**src/rtl/cmsdk_ahb_error_canc_ext.sv**
```systemverilog
// AHB error canceller: after an AHB2 error, the rest of the burst is answered locally
// with two-cycle ERROR responses instead of being forwarded to AHB2.
module cmsdk_ahb_error_canc_ext #(
    parameter int CNT_WIDTH   = 8,
    parameter int CANC_INCR   = 1,
    parameter int BURST_TRACK = 1
) (
    input  logic                 HCLK,
    input  logic                 HRESETn,
    input  logic                 HCLKEN,
    input  logic                 HSELS,
    input  logic [1:0]           HTRANSS,
    input  logic [2:0]           HBURSTS,
    input  logic                 HREADYS,
    output logic                 HREADYOUTS,
    output logic                 HRESPS,
    output logic [1:0]           HTRANSM,
    input  logic                 HREADYM,
    input  logic                 HRESPM,
    input  logic                 CNTCLR,
    output logic [CNT_WIDTH-1:0] ERRCNT,
    output logic [CNT_WIDTH-1:0] CANCCNT,
    output logic                 CANCELLING
);

    typedef enum logic {
        CTRL_PASS,
        CTRL_CANCEL
    } ctrl_state_t;

    typedef enum logic [1:0] {
        G_IDLE,
        G_ERR1,
        G_ERR2
    } gen_state_t;

    localparam logic [1:0] TRANS_IDLE   = 2'b00;
    localparam logic [1:0] TRANS_BUSY   = 2'b01;
    localparam logic [1:0] TRANS_NONSEQ = 2'b10;
    localparam logic [1:0] TRANS_SEQ    = 2'b11;
    localparam logic [2:0] BURST_INCR   = 3'b001;

    localparam logic [CNT_WIDTH-1:0] CNT_ONE = CNT_WIDTH'(1);
    localparam logic [CNT_WIDTH-1:0] CNT_MAX = '1;

    ctrl_state_t          ctrl_q, ctrl_d;
    gen_state_t           gen_q, gen_d;
    logic [3:0]           beat_cnt_q, beat_cnt_d;
    logic [CNT_WIDTH-1:0] err_cnt_q, err_cnt_d;
    logic [CNT_WIDTH-1:0] canc_cnt_q, canc_cnt_d;

    logic is_idle, is_busy, is_nonseq, is_seq;
    logic beat_accept, burst_incr, cancellable;
    logic gen_ready, gen_resp, burst_done, leave_cancel;
    logic err_hit, canc_hit, cnt_clear;

    assign is_idle     = (HTRANSS == TRANS_IDLE);
    assign is_busy     = (HTRANSS == TRANS_BUSY);
    assign is_nonseq   = (HTRANSS == TRANS_NONSEQ);
    assign is_seq      = (HTRANSS == TRANS_SEQ);
    assign beat_accept = HCLKEN & HSELS & HREADYS & HTRANSS[1];
    assign burst_incr  = (HBURSTS == BURST_INCR);
    assign cancellable = (is_seq | is_busy) & (~burst_incr | (CANC_INCR != 0));

    assign gen_ready = (gen_q != G_ERR1);
    assign gen_resp  = (gen_q != G_IDLE);

    // A fixed-length burst whose last beat has been seen can be released without waiting for IDLE.
    assign burst_done   = (BURST_TRACK != 0) & ~burst_incr & (beat_cnt_q == 4'd0);
    assign leave_cancel = gen_ready & (is_idle | is_nonseq | burst_done);

    always_ff @(posedge HCLK or negedge HRESETn) begin
        if (!HRESETn) begin
            ctrl_q <= CTRL_PASS;
            gen_q  <= G_IDLE;
        end else begin
            ctrl_q <= ctrl_d;
            gen_q  <= gen_d;
        end
    end

    // The generator is parked in G_IDLE whenever the control FSM is (or becomes) PASS.
    always_comb begin
        ctrl_d = ctrl_q;
        gen_d  = gen_q;
        if (HCLKEN) begin
            case (ctrl_q)
                CTRL_PASS: begin
                    gen_d = G_IDLE;
                    if (HRESPM && cancellable) begin
                        ctrl_d = CTRL_CANCEL;
                        gen_d  = G_ERR2;
                    end
                end
                CTRL_CANCEL: begin
                    if (leave_cancel) begin
                        ctrl_d = CTRL_PASS;
                        gen_d  = G_IDLE;
                    end else begin
                        case (gen_q)
                            G_IDLE: begin
                                if (HRESPM) begin
                                    gen_d = G_ERR2;
                                end else if (is_seq) begin
                                    gen_d = G_ERR1;
                                end
                            end
                            G_ERR1:  gen_d = G_ERR2;
                            G_ERR2:  gen_d = is_seq ? G_ERR1 : G_IDLE;
                            default: gen_d = G_IDLE;
                        endcase
                    end
                end
                default: begin
                    ctrl_d = CTRL_PASS;
                    gen_d  = G_IDLE;
                end
            endcase
        end
    end

    // NONSEQ is always forwarded so a new burst starting as cancel ends is not lost.
    always_comb begin
        CANCELLING = (ctrl_q == CTRL_CANCEL);
        HTRANSM    = HTRANSS;
        HREADYOUTS = HREADYM;
        HRESPS     = HRESPM;
        if (ctrl_q == CTRL_CANCEL) begin
            HTRANSM    = is_nonseq ? TRANS_NONSEQ : TRANS_IDLE;
            HREADYOUTS = gen_ready;
            HRESPS     = gen_resp;
        end
    end

    always_comb begin
        beat_cnt_d = beat_cnt_q;
        if (beat_accept) begin
            if (is_nonseq) begin
                case (HBURSTS[2:1])
                    2'b00:   beat_cnt_d = 4'd0;
                    2'b01:   beat_cnt_d = 4'd3;
                    2'b10:   beat_cnt_d = 4'd7;
                    default: beat_cnt_d = 4'd15;
                endcase
            end else if (is_seq && (beat_cnt_q != 4'd0)) begin
                beat_cnt_d = beat_cnt_q - 4'd1;
            end
        end
    end

    assign err_hit   = HCLKEN & (ctrl_q == CTRL_PASS) & HRESPM & ~HREADYM;
    assign canc_hit  = HCLKEN & (gen_d == G_ERR1) & (gen_q != G_ERR1);
    assign cnt_clear = HCLKEN & CNTCLR;

    // Clear wins over a same-cycle increment; both counters stick at all-ones.
    always_comb begin
        err_cnt_d  = err_cnt_q;
        canc_cnt_d = canc_cnt_q;
        if (cnt_clear) begin
            err_cnt_d  = '0;
            canc_cnt_d = '0;
        end else begin
            if (err_hit && (err_cnt_q != CNT_MAX)) begin
                err_cnt_d = err_cnt_q + CNT_ONE;
            end
            if (canc_hit && (canc_cnt_q != CNT_MAX)) begin
                canc_cnt_d = canc_cnt_q + CNT_ONE;
            end
        end
    end

    always_ff @(posedge HCLK or negedge HRESETn) begin
        if (!HRESETn) begin
            beat_cnt_q <= 4'd0;
            err_cnt_q  <= '0;
            canc_cnt_q <= '0;
        end else begin
            beat_cnt_q <= beat_cnt_d;
            err_cnt_q  <= err_cnt_d;
            canc_cnt_q <= canc_cnt_d;
        end
    end

    assign ERRCNT  = err_cnt_q;
    assign CANCCNT = canc_cnt_q;

endmodule

```
**config.mk**
```make
export PLATFORM = sky130hd
export DESIGN_NAME = cmsdk_ahb_error_canc_ext
export DESIGN_NICKNAME = d
export VERILOG_FILES = /design/src/rtl/cmsdk_ahb_error_canc_ext.sv
export SDC_FILE = /design/constraint.sdc
export NUM_CORES = 1
export LEC_CHECK = 0
export BUFFER_PORTS_ARGS = -buffer_cell sky130_fd_sc_hd__buf_2
export CAP_MARGIN = 20
export CELL_PAD_IN_SITES_DETAIL_PLACEMENT = 0
export CELL_PAD_IN_SITES_GLOBAL_PLACEMENT = 1
export CORE_MARGIN = 4
export CORE_UTILIZATION = 35
export CTS_CLUSTER_DIAMETER = 40
export DETAILED_ROUTE_END_ITERATION = 6
export PLACE_DENSITY_LB_ADDON = 0.1
export SETUP_SLACK_MARGIN = 0.1
export SLEW_MARGIN = 20
export SYNTH_ARGS = -nofsm -noshare
export SYNTH_HDL_FRONTEND = slang
export SYNTH_SLANG_ARGS = --single-unit
```
**constraint.sdc**
```tcl
create_clock -name HCLK -period 1.7 [get_ports HCLK]
set_clock_uncertainty 0.2 [all_clocks]
set_input_delay 0.17 -clock HCLK [delete_from_list [all_inputs] [get_ports HCLK]]
set_output_delay 0.17 -clock HCLK [all_outputs]
set_load 0.02 [all_outputs]
```
**Word level (Yosys, flattened, before mapping)**

Cells that the tools add are included.
W data, S select, Z words.

- Multiplexer cells: 22
- Bitwise logic cells: 17
- Eq/ne operators: 12
- Reduce and logical (&&, ||, !) cells: 14
- $add $sub $neg: 3

Operator list:

| cell | number |
|---|---|
| $mux W8 | 4 |
| $add A8 B1 Y8 const B | 2 |
| $ne A8 B8 Y1 const B | 2 |
| $mux W2 | 7 |
| $pmux W4 S3 | 1 |
| $and A1 B1 Y1 | 11 |
| $eq A2 B1 Y1 const B | 4 |
| $eq A2 B2 Y1 const B | 4 |
| $mux W4 | 2 |
| $reduce_bool A2 Y1 | 4 |
| $logic_not A2 Y1 | 3 |
| $pmux W2 S3 | 1 |
| $mux W1 | 5 |
| $logic_and A1 B1 Y1 | 4 |
| $logic_not A4 Y1 | 1 |
| $pmux W2 S2 | 1 |
| $reduce_bool A4 Y1 | 1 |
| $sub A4 B1 Y4 const B | 1 |
| $eq A3 B1 Y1 const B | 1 |
| $not A1 Y1 | 3 |
| $or A1 B1 Y1 | 3 |
| $ne A2 B1 Y1 const B | 1 |
| $pmux W1 S2 | 1 |
| $reduce_and A2 Y1 | 1 |

- Word-level logic and storage cells: 73
- Output and inout port bits: 21
- Bits of input ports: 13
- Bits in registers: 23

**Logic depth before layout (Yosys ltp)**

- Depth after elaboration: 14
- Mapped depth: 8
- Mapped depth without buffers: 7

**Worst setup path after synthesis**

OpenSTA, ideal clock, no wires.

- Kind: flip-flop to flip-flop
- Start: register canc_cnt_q[0] (netlist: CANCCNT[0])
- End: register canc_cnt_q[4] (netlist: CANCCNT[4])
- Path slack: -0.276 ns
- Cell stages (with the launch flop): 8
- Arrival: 1.710 ns
- Library setup time: 0.066 ns
- Required time: 1.434 ns
- Period minus slack after synthesis: 1.976 ns
- Cell sequence: dfrtp_1 > ha_1 > nand2_1 > or3_1 > nand3_4 > buf_6 > or4_1 > nand2_1

- Longest elaborated chain between the ends: 3
- Elaborated cells between the ends (all ways): 6

RTL lines:

| what | RTL line | source |
|---|---|---|
| start, declared | 50 | `logic [CNT_WIDTH-1:0] canc_cnt_q, canc_cnt_d;` |
| start signal, assigned | 180 | `canc_cnt_q <= canc_cnt_d;` |
| $add A8 B1 Y8 / $ne A8 B8 Y1 (equally long branches) | 167, 166 |  |
| $mux W8 / $logic_and A1 B1 Y1 (equally long branches) | 166 | `if (canc_hit && (canc_cnt_q != CNT_MAX)) begin` |
| $mux W8 / $reduce_bool A2 Y1 (equally long branches) | n/a |  |

Parallel ways exist; a longest one is shown, timed or not. The select of a mux whose other input is x is not followed.
A chain may end at the register's enable or synchronous reset.

**Final worst setup path**

- Start: register beat_cnt_q[0]
- End: register canc_cnt_q[5] (netlist: CANCCNT[5])

- Longest elaborated chain between the ends: 12

RTL lines:

| what | RTL line | source |
|---|---|---|
| start, declared | 48 | `logic [3:0] beat_cnt_q, beat_cnt_d;` |
| start signal, assigned | 178 | `beat_cnt_q <= beat_cnt_d;` |
| $logic_not A4 Y1 | 69 | `assign burst_done = (BURST_TRACK != 0) & ~burst_incr & (beat_cnt_q == 4'd0);` |
| $and A1 B1 Y1 | 69 |  |
| $or A1 B1 Y1 | 70 | `assign leave_cancel = gen_ready & (is_idle \| is_nonseq \| burst_done);` |
| $and A1 B1 Y1 | 70 |  |
| $mux W2 | 96 | `if (leave_cancel) begin` |
| $pmux W2 S2 | 87 | `case (ctrl_q)` |
| $mux W2 | 86 | `if (HCLKEN) begin` |
| $eq A2 B1 Y1 | 152 | `assign canc_hit = HCLKEN & (gen_d == G_ERR1) & (gen_q != G_ERR1);` |
| $and A1 B1 Y1 (2 in a row) | 152 |  |
| $logic_and A1 B1 Y1 | 166 |  |
| $reduce_bool A2 Y1 (no source line) | n/a |  |

Every way passes these cells.

==> results.json <==
{
  "routed_wl_mm": 3.63,
  "cts.path.max_buffers": 2,
  "ios": 34,
  "path_cells": "inv_2 -> ha_4 -> or3b_4 -> o21a_4 -> nand3_4 -> or4_4 -> a21oi_2",
  "drt_iter0_drc": 61,
  "clk_pin_slew_ns": 0.09,
  "yosysTopAreaCell": "dfrtp_1",
  "critPathCaptureType": "flip-flop",
  "hp-class": "in2reg",
  "synth.avg_cell_area_um2": 9.34,
  "diodes": 0,
  "leakage_nw": 0.957,
  "worst_ep_required_time_ns": 1.69,
  "clkLatencyLatePin_ns": 0.26,
  "synthArstFlopShare": 1.00,
  "die_h_um": 70.6,
  "ys_types": 41,
  "vias": 1385,
  "synth-seq-area-share": 0.419,
  "status": "finished, violations left",
  "grt.overflow.total": 0,
  "synthTopCellsByArea": "dfrtp_1 (42%), a21oi_1 (4.7%), o21ai_0 (4.4%)",
  "grt_pass1_vias": 1360,
  "start_util": 0.369,
  "synth_top_flop_cell": "dfrtp_1",
  "placed_area_mm2": 0.00181,
  "cp-start-kind": "flip-flop",
  "slew_headroom": 0.651,
  "clk_root_buffer_cell": "clkbuf_8",
  "hpwl_mm": 2.66,
  "via_per_inst": 5.21,
  "setup_ws_ns": -0.257,
  "grt_pass1_wl_mm": 6.02,
  "finalCriticalPeriod_ns": 1.96,
  "drt_pass1_iterations": 6,
  "layout-drive-gt1-share": 0.518,
  "hold_depth": 3,
  "fillerInstances": 358,
  "failed_checks": "negative setup slack",
  "port_buffers": 33,
  "period_share": 1.15,
  "worst-path-stages": 7,
  "peakVddDrop_v": 0.000550,
  "route.detailed.drc": 0,
  "crit_type": "reg2reg",
  "utilization": 0.561,
  "die_x_um": 70.6,
  "grt_max_degree": 24,
  "die_area_mm2": 0.00499,
  "place.gp.congestion": 0.854,
  "reg2regPathDepth": 7,
  "fmax_ghz": 0.511,
  "grt_util_all_layers": 0.143,
  "syn-num-nets": 164,
  "setup_viol": 11,
  "synth_common_cells": "dfrtp_1 (23), a21oi_1 (13), nand2_1 (12), o21ai_0 (12), nand3_1 (9)",
  "synth_warnings": 0,
  "dp_worst_setup_slack_ns": -0.280,
  "antenna_found_initial": 0,
  "design_area_mm2": 0.00208,
  "ys_seq_elements": 23,
  "finalPower_mw": 1.80,
  "cts_buffers": 3,
  "synthCells": 147,
  "synth_edf_count": 0,
  "finalHoldViolations": 0,
  "arrival_ns": 1.95,
  "synth.most_common_cell": "dfrtp_1",
  "powerDensity_mw_per_mm2": 863,
  "critical_path.slowest_cell": "or4_4",
  "area_growth_syn_to_layout_pct": 51.8,
  "tightest_slew_ns": 0.524,
  "slew_viol_final": 0,
  "cts_tree": "yes",
  "coreArea_mm2": 0.00372,
  "cp_max_fo": 5,
  "cts-htree-levels": 1,
  "cp_num_buf_inv": 1,
  "nNetsFinal": 236,
  "maxCapViolCount": 0,
  "ant_nets": 0,
  "rows": 22,
  "cts_sinks": 23,
  "path_delay_family": "simple AND/OR/NAND/NOR gates",
  "yosysTopAreaCellShare": 0.419,
  "rsz0062_at_grt": "yes",
  "netlist_area_mm2": 0.00137,
  "max_stage_delay_ns": 0.49,
  "wl_per_cell_um": 13.7
}
[what timing repair did]
action / CTS / global route
hold endpoints to repair: 23 / 0
hold buffers: 1 / 0
cloned: 1 / 0
pin swaps: 5 / 11
endpoints found under the setup margin: 19 / 25
resized for setup: 5 / 33
buffers inserted: 4 / 7
[where the power goes]
part,total [mW],internal (mW),leakage [nW],switching [mW]
registers,0.675,0.620,0.300,0.0549
logic,0.783,0.410,0.632,0.374
clock network,0.340,0.163,0.0255,0.177
[flip-flops by register name, indices dropped and copies added, names as in the netlist]
signal      cells
CANCCNT         8
CANCELLING      1
ERRCNT          8
beat_cnt_q      4
gen_q           2
[cells in the final DEF, fill, tap and decap left out, types with 4 or more instances in the layout]
master and n:
buf_4 35, buf_2 29, dfrtp_1 18, nand2_1 11, a21oi_1 9, o21ai_0 9
nand3_1 8, nand4_1 6, dfrtp_2 5, nor2_1 5, inv_1 4, a31oi_1 4
a21oi_2 4, xor2_1 4, buf_6 4
[area by class of cell]
cell class                 count  area (um^2)  share of cell area
clock inverter                 1         5.00             0.00240
tap                           48         60.1              0.0288
sequential                    23          582               0.279
clock buffer                   3         41.3              0.0198
inverter                       6         22.5              0.0108
multi-input combinational    115          895               0.429
timing repair buffer          70          478               0.229
[logic make-up (layout without fill, tap and decap cells)]
logic type,after synthesis,count (layout),synth area share
and+or+nand+nor,62,63,0.279
AOI/OAI and AO/OA,43,43,0.195
DFF,23,23,0.419
buffers and inverters,10,80,0.0383
xor gates and xnor gates,5,5,0.0319
adders and majority gates,4,4,0.0365
[tightest hold or removal path, stage by stage]
cell     delay (ns)
buf_2          0.12
buf_4          0.17
o21ai_2        0.07
[stage by stage]
stage	instances	TNS, ns	hold slack, ns
floorplan	147	-0.978	-0.326
global placement	249	-1.42	-0.0174
detailed placement	249	-2.02	-0.0156
CTS	259	-2.23	0.0918
global route	266	-2.89	0.128
finish	266	-1.89	0.110
[path summary, 6_finish.rpt]
path                                     from  slack, ns         end
min in group asynchronous             HRESETn       0.21  CANCCNT[3]
worst max register to register  beat_cnt_q[0]      -0.26  CANCCNT[5]
worst min-delay path                   HCLKEN       0.11    gen_q[0]
worst min register to register      ERRCNT[3]       0.33   ERRCNT[3]
worst max-delay path            beat_cnt_q[0]      -0.26  CANCCNT[5]
max in group asynchronous             HRESETn       0.70   ERRCNT[0]
[routing by layer]
layer / share of wire / GRT usage
met1: 0.47 / 0.195
met2: 0.48 / 0.231
met3: 0.046 / 0.0284
met4: 0.0047 / 0.0418
met5: 0 / 0
Power figures use the tool's default switching activity.
